--- src/rtl/rs_adder_station.sv ---
// Tomasulo reservation station for the adder unit: renames sources, snoops the CDB, issues lowest ready entry.
// Optional RS_BYPASS_EN: forward a same-cycle CDB broadcast into a dispatching instruction instead of stalling.

module rs_entry #(
    parameter int DATA_W = 16,
    parameter int TAG_W  = 3
) (
    input  logic              clk,
    input  logic              rst_n,
    input  logic              alloc,
    input  logic [2:0]        alloc_op,
    input  logic [TAG_W-1:0]  alloc_qj,
    input  logic [TAG_W-1:0]  alloc_qk,
    input  logic [DATA_W-1:0] alloc_vj,
    input  logic [DATA_W-1:0] alloc_vk,
    input  logic              clear,
    input  logic              snoop,
    input  logic [TAG_W-1:0]  snoop_tag,
    input  logic [DATA_W-1:0] snoop_data,
    output logic              busy,
    output logic              ready,
    output logic [2:0]        op,
    output logic [DATA_W-1:0] vj,
    output logic [DATA_W-1:0] vk
);
    logic [TAG_W-1:0] qj, qk;

    always_ff @(posedge clk or negedge rst_n) begin
        if (!rst_n) begin
            busy <= 1'b0;
            op   <= '0;
            qj   <= '0;
            qk   <= '0;
            vj   <= '0;
            vk   <= '0;
        end else if (alloc) begin
            busy <= 1'b1;
            op   <= alloc_op;
            qj   <= alloc_qj;
            qk   <= alloc_qk;
            vj   <= alloc_vj;
            vk   <= alloc_vk;
        end else begin
            if (clear)
                busy <= 1'b0;
            // snoop_tag is never 0 when snoop is set, so a ready operand is never overwritten
            if (busy && snoop && qj == snoop_tag) begin
                vj <= snoop_data;
                qj <= '0;
            end
            if (busy && snoop && qk == snoop_tag) begin
                vk <= snoop_data;
                qk <= '0;
            end
        end
    end

    assign ready = busy && (qj == '0) && (qk == '0);
endmodule

module rs_adder_station #(
    parameter int N_ENTRIES = 7,
    parameter int DATA_W    = 16,
    parameter int TAG_W     = 3,
    parameter int N_REGS    = 8
) (
    input  logic                 Clock,
    input  logic                 Resetn,
    input  logic                 disp_valid,
    output logic                 disp_ready,
    input  logic [15:0]          disp_instr,
    input  logic [DATA_W-1:0]    disp_vj,
    input  logic [DATA_W-1:0]    disp_vk,
    input  logic                 cdb_valid,
    input  logic [TAG_W-1:0]     cdb_tag,
    input  logic [DATA_W-1:0]    cdb_data,
    output logic                 iss_valid,
    input  logic                 iss_ready,
    output logic [2:0]           iss_op,
    output logic [DATA_W-1:0]    iss_vj,
    output logic [DATA_W-1:0]    iss_vk,
    output logic [TAG_W-1:0]     iss_tag,
    output logic [N_ENTRIES-1:0] busy
);
    logic [2:0] op, dest, src_j, src_k;
    logic       unused_bits;
    assign {op, dest, src_j, src_k} = disp_instr[15:4];
    assign unused_bits = ^disp_instr[3:0];

    logic snoop;
    assign snoop = cdb_valid && (cdb_tag != '0);

    logic [N_ENTRIES-1:0]             ready, alloc, clear;
    logic [N_ENTRIES-1:0][2:0]        ent_op;
    logic [N_ENTRIES-1:0][DATA_W-1:0] ent_vj, ent_vk;
    logic [TAG_W-1:0]                 status [N_REGS];

    // Lowest-index free entry; busy is registered so an entry freed this edge is not reused until the next
    logic                 any_free;
    logic [TAG_W-1:0]     alloc_tag;
    logic [N_ENTRIES-1:0] free_sel;
    always_comb begin
        any_free  = 1'b0;
        alloc_tag = '0;
        free_sel  = '0;
        for (int i = N_ENTRIES - 1; i >= 0; i--) begin
            if (!busy[i]) begin
                any_free    = 1'b1;
                alloc_tag   = TAG_W'(i + 1);
                free_sel    = '0;
                free_sel[i] = 1'b1;
            end
        end
    end

`ifdef RS_BYPASS_EN
    assign disp_ready = any_free;
`else
    assign disp_ready = any_free && !cdb_valid;
`endif

    logic disp_fire;
    assign disp_fire = disp_valid && disp_ready;
    assign alloc     = disp_fire ? free_sel : '0;

    // Sources read the old status, so src == dest picks up the previous producer
    logic [TAG_W-1:0]  qj, qk;
    logic [DATA_W-1:0] vj, vk;
    always_comb begin
        qj = status[src_j];
        qk = status[src_k];
        vj = disp_vj;
        vk = disp_vk;
`ifdef RS_BYPASS_EN
        if (snoop && qj == cdb_tag) begin
            qj = '0;
            vj = cdb_data;
        end
        if (snoop && qk == cdb_tag) begin
            qk = '0;
            vk = cdb_data;
        end
`endif
    end

    logic                 any_ready;
    logic [N_ENTRIES-1:0] sel_vec;
    logic [2:0]           sel_op;
    logic [DATA_W-1:0]    sel_vj, sel_vk;
    logic [TAG_W-1:0]     sel_tag;
    always_comb begin
        any_ready = 1'b0;
        sel_vec   = '0;
        sel_op    = '0;
        sel_vj    = '0;
        sel_vk    = '0;
        sel_tag   = '0;
        for (int i = N_ENTRIES - 1; i >= 0; i--) begin
            if (ready[i]) begin
                any_ready  = 1'b1;
                sel_vec    = '0;
                sel_vec[i] = 1'b1;
                sel_op     = ent_op[i];
                sel_vj     = ent_vj[i];
                sel_vk     = ent_vk[i];
                sel_tag    = TAG_W'(i + 1);
            end
        end
    end

    logic iss_load, iss_fire;
    assign iss_load = !iss_valid || iss_ready;
    assign iss_fire = iss_load && any_ready;
    assign clear    = iss_fire ? sel_vec : '0;

    for (genvar g = 0; g < N_ENTRIES; g++) begin : g_ent
        rs_entry #(.DATA_W(DATA_W), .TAG_W(TAG_W)) u_ent (
            .clk        (Clock),
            .rst_n      (Resetn),
            .alloc      (alloc[g]),
            .alloc_op   (op),
            .alloc_qj   (qj),
            .alloc_qk   (qk),
            .alloc_vj   (vj),
            .alloc_vk   (vk),
            .clear      (clear[g]),
            .snoop      (snoop),
            .snoop_tag  (cdb_tag),
            .snoop_data (cdb_data),
            .busy       (busy[g]),
            .ready      (ready[g]),
            .op         (ent_op[g]),
            .vj         (ent_vj[g]),
            .vk         (ent_vk[g])
        );
    end

    // A dispatch renaming a register wins over a CDB clear of the same register
    always_ff @(posedge Clock or negedge Resetn) begin
        if (!Resetn) begin
            for (int r = 0; r < N_REGS; r++)
                status[r] <= '0;
        end else begin
            for (int r = 0; r < N_REGS; r++) begin
                if (disp_fire && dest == 3'(r))
                    status[r] <= alloc_tag;
                else if (snoop && status[r] == cdb_tag)
                    status[r] <= '0;
            end
        end
    end

    always_ff @(posedge Clock or negedge Resetn) begin
        if (!Resetn) begin
            iss_valid <= 1'b0;
            iss_op    <= '0;
            iss_vj    <= '0;
            iss_vk    <= '0;
            iss_tag   <= '0;
        end else if (iss_load) begin
            iss_valid <= any_ready;
            if (any_ready) begin
                iss_op  <= sel_op;
                iss_vj  <= sel_vj;
                iss_vk  <= sel_vk;
                iss_tag <= sel_tag;
            end
        end
    end
endmodule
--- config.mk ---
export PLATFORM = sky130hd
export DESIGN_NAME = rs_adder_station
export DESIGN_NICKNAME = d
export VERILOG_FILES = /design/src/rtl/rs_adder_station.sv
export SDC_FILE = /design/constraint.sdc
export NUM_CORES = 1
export LEC_CHECK = 0
export CELL_PAD_IN_SITES_DETAIL_PLACEMENT = 0
export CELL_PAD_IN_SITES_GLOBAL_PLACEMENT = 2
export CORE_AREA = 2 2 218 220
export CTS_BUF_LIST = sky130_fd_sc_hd__clkbuf_4 sky130_fd_sc_hd__clkbuf_8
export DETAILED_ROUTE_END_ITERATION = 8
export DIE_AREA = 0 0 220 222
export PLACE_DENSITY = 0.89
export SETUP_SLACK_MARGIN = 0.05
export SYNTH_ARGS = -nofsm -noshare
export SYNTH_HDL_FRONTEND = slang
export SYNTH_SLANG_ARGS = --single-unit
--- constraint.sdc ---
create_clock -name Clock -period 3.1 [get_ports Clock]
set_clock_uncertainty 0.2 [all_clocks]
set_input_delay 0.62 -clock Clock [delete_from_list [all_inputs] [get_ports Clock]]
set_output_delay 0.62 -clock Clock [all_outputs]
set_load 0.05 [all_outputs]
==> results by group, run 1 <==
Floorplan
  • Io pins: 119
  • Core footprint: 46300 um2
  • Row count: 79
  • Die H: 222 um
  • Initial standard-cell utilization of the core: 39.7%
  • Overall die width: 220 um
  • Die area: 48800 um2

Logic synthesis
  • Combinational family with the most area after synthesis: compound AO/OA/AOI/OAI gates
  • Netlist area before placement: 18400 um2
  • Proportion of netlist area held by the largest area contributor: 48.6%
  • Leading cell types by total area after synthesis: sky130_fd_sc_hd__dfrtp_1 49%, sky130_fd_sc_hd__mux2i_1 13%, sky130_fd_sc_hd__nand2_1 8.9%
  • Xor/xnor share of the synthesized area: 3.15%
  • Number of enable flip-flop cells after synthesis: 0
  • Total of flip-flops plus latches after synthesis: 357
  • Per-instance average area after synthesis: 9.59 um2
  • Share of flip-flops with an asynchronous set or reset after synthesis: 100%
  • Post-synthesis cell count: 1916
  • Number of different library cells in the post-synthesis netlist: 57
  • Share of cell area taken by muxes after synthesis: 14.1%
  • Commonest register cell after synthesis: sky130_fd_sc_hd__dfrtp_1
  • Register area share after synthesis: 48.6%
  • Synth Area in Adders: 0%
  • Synth warn: 0
  • Synth Net Count: 1988
  • Post-synthesis compound-gate area fraction: 16.9%
  • Simple-gate share of the synthesized area: 12.8%
  • Area leader, netlist: sky130_fd_sc_hd__dfrtp_1

Place
  • Placer congestion estimate: 0.854
  • Placed cell count: 2543
  • Buffers on Ports: 114
  • HPWL Detailed: 36.5 mm

Power and ir drop
  • Internal power: 12.6 mW
  • Sw frac: 41.4%
  • Part of the total power dissipated in sequential elements: 35.7%
  • Clk pwr share: 22.2%
  • Leakage power figure: 8.58 nW
  • Post-layout total power: 21.6 mW
  • Power share of the combinational group: 42.2%
  • Switching Power: 8.93 mW
  • Maximum ir drop on the vdd rail: 559 uV
  • Power density cells: 981 nW/um2

STA
  • Time the worst path needs with I/O delays and setup: 2.90 ns
  • Final Slew Violations: 0
  • Final worst-path cycle share: 93.7%
  • Actual transition at the worst max-transition pin: 0.969 ns
  • Max Fclk: 344 MHz
  • Setup_tns: 0 ns
  • Final hold violation count: 0
  • RSZ-0062 raised after global routing: false
  • Worst hold-check slack: 0.270 ns
  • Worst relative slew slack: 35.2%
  • Final setup violation count: 0

Detailed routing
  • Final routed DRC violation total: 0
  • Total length of routed met3 wires: 3.24 mm
  • Average vias per placed instance: 5.70
  • Routed Antenna Nets: 0
  • Met1 wire length: 26.9 mm
  • Final Routed Wirelength: 59.3 mm
  • Highest layer used for signal routing: met4
  • Routed vias: 15179
  • First-pass iteration count of the detailed router: 5
  • Routed WL per cell: 22.3 um
  • Wire length on met2: 27.7 mm
  • Number of design-rule violations left by the first detailed-router iteration: 1351

Global route
  • Initial antenna violation count: 0
  • Number of global-route vias before repair: 15103
  • Tot GR Track Use: 24.5%
  • GRT Residual Overflow: 0
  • Maximum number of pins on one net before global-route repair: 76
  • Global-route wire length before repair: 91.3 mm

Clock network
  • Clock insertion delay at the later pin of the skew report: 0.64 ns
  • TritonCTS clock tree: yes
  • CTS sink cnt: 357
  • Longest Clk Path Bufs: 3
  • Number of buffers created by CTS: 67
  • Clock-pin slew of the registers on the worst-case setup and hold paths: 0.06 ns
  • Number of levels in the clock H-tree: 3
  • Resized Gates After CTS: 0
  • Root buffer cell: sky130_fd_sc_hd__clkbuf_8

Run status
  • Outcome: completed

Setup path
  • Worst reg-to-reg path cell count: 7
  • CP max FO: 10
  • Ordered cell list for the critical path: clkdlybuf4s50_1
  • Longest individual stage delay on the worst path: 0.88 ns
  • Critical Path Sink: busy[5]
  • Reg-to-reg startpoint: g_ent[0].u_ent.qj[2]$_DFFE_PN0P_
  • Buffer and inverter count on the worst path: 1
  • Critical path's slowest cell: sky130_fd_sc_hd__clkdlybuf4s50_1
  • Data required time at the worst endpoint: 2.28 ns
  • Worst path top cell family by delay: buffers and inverters
  • FF-to-FF End: iss_vj[13]$_DFFE_PN0P_
  • Startpoint class of the critical path: flop
  • Setup crit end kind: output pin
  • Cell count along the critical path: 1
  • Worst Path Arrival: 2.08 ns
  • First element of the critical path: g_ent[5].u_ent.busy$_DFFE_PN0P_
  • Setup Crit Path Kind: flop to output pin
  • Reg-to-reg slack, setup: 0.21 ns

Layout
  • Number of antenna repair diodes: 0
  • Layout area overhead: 19.8%
  • Fill cell count: 4321
  • Layout Cells excl Fill: 2661
  • Fraction of final layout cells sized beyond drive strength 1: 12.1%
  • Number of nets in the layout: 2083

Worst hold path
  • Hold-critical path depth: 2
  • Path type of the worst min-delay path: flop to flop

Job
  • Max-cap check violation count: 0
[worst register-to-register path, stage by stage, from the launching register on]
cell and delay [ns]:
sky130_fd_sc_hd__dfrtp_1 0.39, sky130_fd_sc_hd__nor4_1 0.08, sky130_fd_sc_hd__and3_2 0.23, sky130_fd_sc_hd__or3_1 0.50, sky130_fd_sc_hd__nor2_4 0.77, sky130_fd_sc_hd__buf_4 0.34
sky130_fd_sc_hd__a21oi_1 0.11, sky130_fd_sc_hd__a31oi_1 0.19
[per-stage QoR]
stage | util, % | setup slack, ns | cell area [um2]
floorplan | - | 0.602 | 18400
global placement | 44.5 | 0.0695 | 20600
detailed placement | 44.5 | 0.0505 | 20600
CTS | 47.5 | 0.154 | 22000
global route | 47.6 | 0.0767 | 22000
finish | 47.6 | 0.196 | 22000
[logic make-up (layout without fill, tap and decap cells)]
family / Yosys count / in the layout
xor+xnor: 66 / 66
flops: 357 / 357
simple gates: 562 / 562
compound gates: 514 / 514
mux: 243 / 243
buf+inv: 174 / 312
[Yosys cell counts, types with 12 or more instances]
cell                       count
sky130_fd_sc_hd__mux4_2       12
sky130_fd_sc_hd__o21ai_0     283
sky130_fd_sc_hd__nand2_1     434
sky130_fd_sc_hd__nor2_1       52
sky130_fd_sc_hd__a22o_1       12
sky130_fd_sc_hd__xor2_1       54
sky130_fd_sc_hd__buf_4        17
sky130_fd_sc_hd__nor4_1       21
sky130_fd_sc_hd__a21oi_1      28
sky130_fd_sc_hd__clkbuf_1     91
sky130_fd_sc_hd__a31oi_1      31
sky130_fd_sc_hd__a221oi_1     17
sky130_fd_sc_hd__a21o_1       34
sky130_fd_sc_hd__o22ai_1      30
sky130_fd_sc_hd__dfrtp_1     357
sky130_fd_sc_hd__xnor2_1      12
sky130_fd_sc_hd__a22oi_1      36
sky130_fd_sc_hd__buf_2        59
sky130_fd_sc_hd__a221o_1      18
sky130_fd_sc_hd__mux2i_1     230
[worst min path at each step]
stage,start,end,slack [ns]
floorplan,Resetn,g_ent[0].u_ent.busy$_DFFE_PN0P_,0.12
global placement,g_ent[6].u_ent.op[0]$_DFFE_PN0P_,g_ent[6].u_ent.op[0]$_DFFE_PN0P_,0.26
detailed placement,g_ent[6].u_ent.op[1]$_DFFE_PN0P_,g_ent[6].u_ent.op[1]$_DFFE_PN0P_,0.26
CTS,g_ent[6].u_ent.op[1]$_DFFE_PN0P_,g_ent[6].u_ent.op[1]$_DFFE_PN0P_,0.27
global route,g_ent[0].u_ent.op[0]$_DFFE_PN0P_,g_ent[0].u_ent.op[0]$_DFFE_PN0P_,0.31
finish,g_ent[6].u_ent.op[1]$_DFFE_PN0P_,g_ent[6].u_ent.op[1]$_DFFE_PN0P_,0.27
[cells in the final DEF, fill, tap and decap left out, types with 5 or more instances in the layout]
cell type	synthesis	final
sky130_fd_sc_hd__mux2i_1	230	230
sky130_fd_sc_hd__o21ai_0	283	283
sky130_fd_sc_hd__clkbuf_8	0	77
sky130_fd_sc_hd__a221o_1	18	18
sky130_fd_sc_hd__clkbuf_4	0	26
sky130_fd_sc_hd__clkdlybuf4s50_1	0	112
sky130_fd_sc_hd__a22oi_1	36	36
sky130_fd_sc_hd__buf_4	17	54
sky130_fd_sc_hd__a21oi_1	28	28
sky130_fd_sc_hd__nand2b_1	7	6
sky130_fd_sc_hd__mux4_2	12	12
sky130_fd_sc_hd__a21o_1	34	34
sky130_fd_sc_hd__a221oi_1	17	17
sky130_fd_sc_hd__o22ai_1	30	30
sky130_fd_sc_hd__nand2_1	434	434
sky130_fd_sc_hd__nand3_1	7	7
sky130_fd_sc_hd__xnor2_1	12	12
sky130_fd_sc_hd__nor3_1	7	5
sky130_fd_sc_hd__buf_12	0	30
sky130_fd_sc_hd__a31oi_1	31	31
sky130_fd_sc_hd__xor2_1	54	54
sky130_fd_sc_hd__nor4_1	21	7
sky130_fd_sc_hd__dfrtp_1	357	357
sky130_fd_sc_hd__nor2_1	52	50
sky130_fd_sc_hd__a22o_1	12	12
sky130_fd_sc_hd__nor4_2	0	14
[per-layer routing]
layer / up-vias / track usage [%]
met3: 105 / 3.95
li1: 6948 / -
met1: 7635 / 34.2
met4: 0 / 7.69
met2: 491 / 38.9
met5: - / 0
[power by group through the flow]
stage          clock network (mW)  registers (mW)  logic [mW]
2_1_floorplan                   0            8.30        5.02
3_3_place_gp                    0            7.66        8.83
5_1_grt                      5.11            7.92        9.85
6_report                     4.78            7.70        9.10
3_5_place_dp                    0            7.74        9.02
4_1_cts                      4.86            7.69        9.05
[area by class of cell]
cell class / count / area (um2) / area share, %
Sequential cell: 357 / 8930 / 40.6
Multi-Input combinational cell: 1385 / 8780 / 39.9
Timing Repair Buffer: 198 / 2150 / 9.78
Clock buffer: 103 / 1250 / 5.70
Tap cell: 607 / 759 / 3.45
Clock inverter: 9 / 110 / 0.500
Inverter: 2 / 7.51 / 0.0341
[sequential cells by signal (all words and copies together) (netlist names)]
name / cells
g_ent.u_ent.op: 21
iss_vj: 16
iss_op: 3
g_ent.u_ent.qj: 21
status: 24
g_ent.u_ent.qk: 21
iss_vk: 16
iss_tag: 3
iss_valid: 1
g_ent.u_ent.vj: 112
g_ent.u_ent.vk: 112
g_ent.u_ent.busy: 7
[timing repair]
item | in CTS | in global routing
buffers inserted | 0 | 5
hold buffers | 1 | 0
endpoints found under the setup margin | 0 | 8
endpoints found under the hold margin | 60 | 0
No activity file was read; power rests on OpenSTA's default activity.
==> run 2: changes to the inputs <==
--- a/config.mk
+++ b/config.mk
@@ -7,11 +7,10 @@
 export LEC_CHECK = 0
 export CELL_PAD_IN_SITES_DETAIL_PLACEMENT = 0
 export CELL_PAD_IN_SITES_GLOBAL_PLACEMENT = 2
-export CORE_AREA = 2 2 218 220
-export CTS_BUF_LIST = sky130_fd_sc_hd__clkbuf_4 sky130_fd_sc_hd__clkbuf_8
+export CORE_AREA = 2 2 223 225
 export DETAILED_ROUTE_END_ITERATION = 8
-export DIE_AREA = 0 0 220 222
-export PLACE_DENSITY = 0.89
+export DIE_AREA = 0 0 225 227
+export PLACE_DENSITY = 0.86
 export SETUP_SLACK_MARGIN = 0.05
 export SYNTH_ARGS = -nofsm -noshare
 export SYNTH_HDL_FRONTEND = slang
==> run 2 against run 1 <==
Net effect: sequential power barely moved; flip-flop and latch count did not move; largest power group unchanged; wire length barely moved.
==> results by group, run 2 (synthesis results as in run 1) <==
Clock network
  • Number of buffers created by CTS: 42 (-37%)
  • Clock insertion delay at the later pin of the skew report: 0.57 ns (-0.07 ns)
  • Number of levels in the clock H-tree: 2 (-1)
  • Post-CTS setup-driven buffer insertion count: 0 (unchanged)
  • Root buffer cell: sky130_fd_sc_hd__clkbuf_16
  • Longest Clk Path Bufs: 3 (unchanged)
  • Clock-pin slew of the registers on the worst-case setup and hold paths: 0.06 ns (about the same)
  • CTS sink cnt: 357 (unchanged)
  • TritonCTS clock tree: yes

Worst hold path
  • Path type of the worst min-delay path: flop to flop
  • Startpoint of the worst hold path: g_ent[6].u_ent.op[1]$_DFFE_PN0P_

Layout
  • Number of antenna repair diodes: 0 (unchanged)
  • Fraction of final layout cells sized beyond drive strength 1: 9.81% (-2.3 points)
  • Commonest non-fill, non-tap cell in the layout: sky130_fd_sc_hd__nand2_1
  • Fill cell count: 4517 (+4.5%)
  • Layout Cells excl Fill: 2640 (-0.79%)
  • Leading cell types in the layout, fill and taps excluded: 434 x sky130_fd_sc_hd__nand2_1, 357 x sky130_fd_sc_hd__dfrtp_1, 283 x sky130_fd_sc_hd__o21ai_0, 230 x sky130_fd_sc_hd__mux2i_1, 112 x sky130_fd_sc_hd__clkdlybuf4s50_1
  • Biggest registers after layout: g_ent.u_ent.vj: 112 flops, g_ent.u_ent.vk: 112 flops, status: 24 flops
  • Final core utilization: 45.3% (-2.2 points)
  • Layout area overhead: 19.8% (about the same)
  • Number of nets in the layout: 2061 (-1.1%)

Setup path
  • Reg-to-reg startpoint: g_ent[0].u_ent.qj[2]$_DFFE_PN0P_
  • Buffer and inverter count on the worst path: 1 (unchanged)
  • CP max FO: 11 (+1)
  • Critical path's slowest cell: sky130_fd_sc_hd__nor4_4
  • Ordered cell list for the critical path: nor4_1 > and3_2 > or3_1 > nor4_4 > buf_4 > a221oi_1 > a31oi_1
  • Setup Crit Path Kind: flop to flop
  • Worst Path Arrival: 3.26 ns (+1.18 ns)
  • First element of the critical path: g_ent[0].u_ent.qj[2]$_DFFE_PN0P_
  • Startpoint class of the critical path: flop
  • Worst path top cell family by delay: simple AND/OR/NAND/NOR gates
  • Setup crit end kind: flop
  • Longest individual stage delay on the worst path: 0.82 ns (-0.06 ns)
  • Data required time at the worst endpoint: 3.39 ns (+1.11 ns)

STA
  • RSZ-0062 raised after global routing: true
  • Actual transition at the worst max-transition pin: 1.07 ns (+0.0996 ns)
  • Max Fclk: 337 MHz (-2.2%)
  • Time the worst path needs with I/O delays and setup: 2.97 ns (+0.0661 ns)
  • Final setup violation count: 0 (unchanged)
  • Setup_tns: 0 ns (unchanged)
  • Worst relative slew slack: 28.2% (-7.0 points)
  • Final Slew Violations: 0 (unchanged)
  • Final hold violation count: 0 (unchanged)
  • Final worst-path cycle share: 95.8% (+2.1 points)

Detailed routing
  • Final Routed Wirelength: 59.3 mm (about the same)
  • Average vias per placed instance: 5.59 (-2.0%)
  • Routed Antenna Nets: 0 (unchanged)
  • First-pass iteration count of the detailed router: 5 (unchanged)
  • Number of design-rule violations left by the first detailed-router iteration: 1128 (-17%)
  • Routed vias: 14758 (-2.8%)
  • Final routed DRC violation total: 0 (unchanged)
  • Routed WL per cell: 22.5 um (+0.84%)

Floorplan
  • Die H: 227 um (+2.3%)
  • Io pins: 119 (unchanged)
  • Core footprint: 48500 um2 (+4.9%)
  • Die area: 51100 um2 (+4.6%)
  • Overall die width: 225 um (+2.3%)
  • Row count: 81 (+2.5%)
  • Initial standard-cell utilization of the core: 37.8% (-1.9 points)

Place
  • HPWL Detailed: 37.4 mm (+2.4%)
  • Placer congestion estimate: 0.818 (-4.2%)
  • Buffers on Ports: 114 (unchanged)
  • Placed cell count: 2566 (+0.90%)

Global route
  • Maximum number of pins on one net before global-route repair: 73 (-3.9%)
  • GRT Residual Overflow: 0 (unchanged)
  • Initial antenna violation count: 0 (unchanged)
  • Tot GR Track Use: 23.5% (-0.98 points)
  • Global-route wire length before repair: 90.8 mm (-0.59%)
  • Number of global-route vias before repair: 14890 (-1.4%)

Power and ir drop
  • Leakage power figure: 8.53 nW (-0.62%)
  • Internal power: 12.8 mW (+1.2%)
  • Part of the total power dissipated in sequential elements: 35.3% (-0.4 points)
  • Power density cells: 987 nW/um2 (+0.69%)
  • Post-layout total power: 21.7 mW (+0.68%)
  • Power share of the combinational group: 41.7% (-0.5 points)
  • Sw frac: 41.1% (-0.28 points)
  • Switching Power: 8.93 mW (about the same)
  • Maximum ir drop on the vdd rail: 506 uV (-9.5%)
  • Clk pwr share: 22.9% (+0.7 points)

Job
  • Max-cap check violation count: 0 (unchanged)

Run status
  • Outcome: completed
## run 2: repair_timing
action	CTS	global route
gates resized for setup	0	1
setup endpoints to repair	0	10
hold endpoints to repair	49	0
hold buffers	1	0
## run 2: power groups by stage
stage,combinational (mW),sequential [mW],clock [mW]
floorplan,5.02,8.30,0
global placement,8.80,7.66,0
detailed placement,8.99,7.73,0
CTS,9.01,7.68,5.08
global route,9.82,7.90,5.26
finish,9.06,7.68,4.98
## run 2: worst paths after layout
check / end / slack [ns] / depth (start not counted)
max: iss_vj[7]$_DFFE_PN0P_ / 0.13 / 7
min: g_ent[6].u_ent.op[1]$_DFFE_PN0P_ / 0.27 / 2
max reg2reg: iss_vj[7]$_DFFE_PN0P_ / 0.13 / 7
min reg2reg: g_ent[6].u_ent.op[1]$_DFFE_PN0P_ / 0.27 / 2
max in group asynchronous: g_ent[5].u_ent.vj[11]$_DFFE_PN0P_ / 1.51 / 3
min in group asynchronous: iss_op[2]$_DFFE_PN0P_ / 0.40 / 2
## run 2: stage by stage
step / hold slack, ns / cell area (um2) / setup WS (ns)
after floorplan: 0.124 / 18400 / 0.602
after global placement: 0.254 / 20600 / 0.0556
after detailed placement: 0.257 / 20600 / 0.0135
after CTS: 0.272 / 22000 / 0.111
after global routing: 0.292 / 22000 / 0.0453
final: 0.268 / 22000 / 0.130
## run 2: routing by layer
metal	share of wire [%]	wire (um)	up-vias	track usage [%]
met3	5.5	3260	87	3.60
met2	46	27300	434	37.8
li1	-	-	6880	-
met1	46	27100	7357	32.7
met4	2.8	1650	0	7.58
met5	0	0	-	0
## run 2: area by class of cell
class / count / area (um2) / share of cell area [%]
multi-input cells: 1385 / 8780 / 39.9
well taps: 622 / 778 / 3.54
clock buffers: 67 / 1270 / 5.76
inverters: 2 / 7.51 / 0.0341
flip-flops and latches: 357 / 8930 / 40.6
clock inverters: 6 / 101 / 0.461
repair buffers: 201 / 2130 / 9.67
## run 2: tightest hold or removal path: stages, from the launching register on
cell and delay, ns:
sky130_fd_sc_hd__dfrtp_1 0.33, sky130_fd_sc_hd__nand2_1 0.05, sky130_fd_sc_hd__nand2_1 0.05
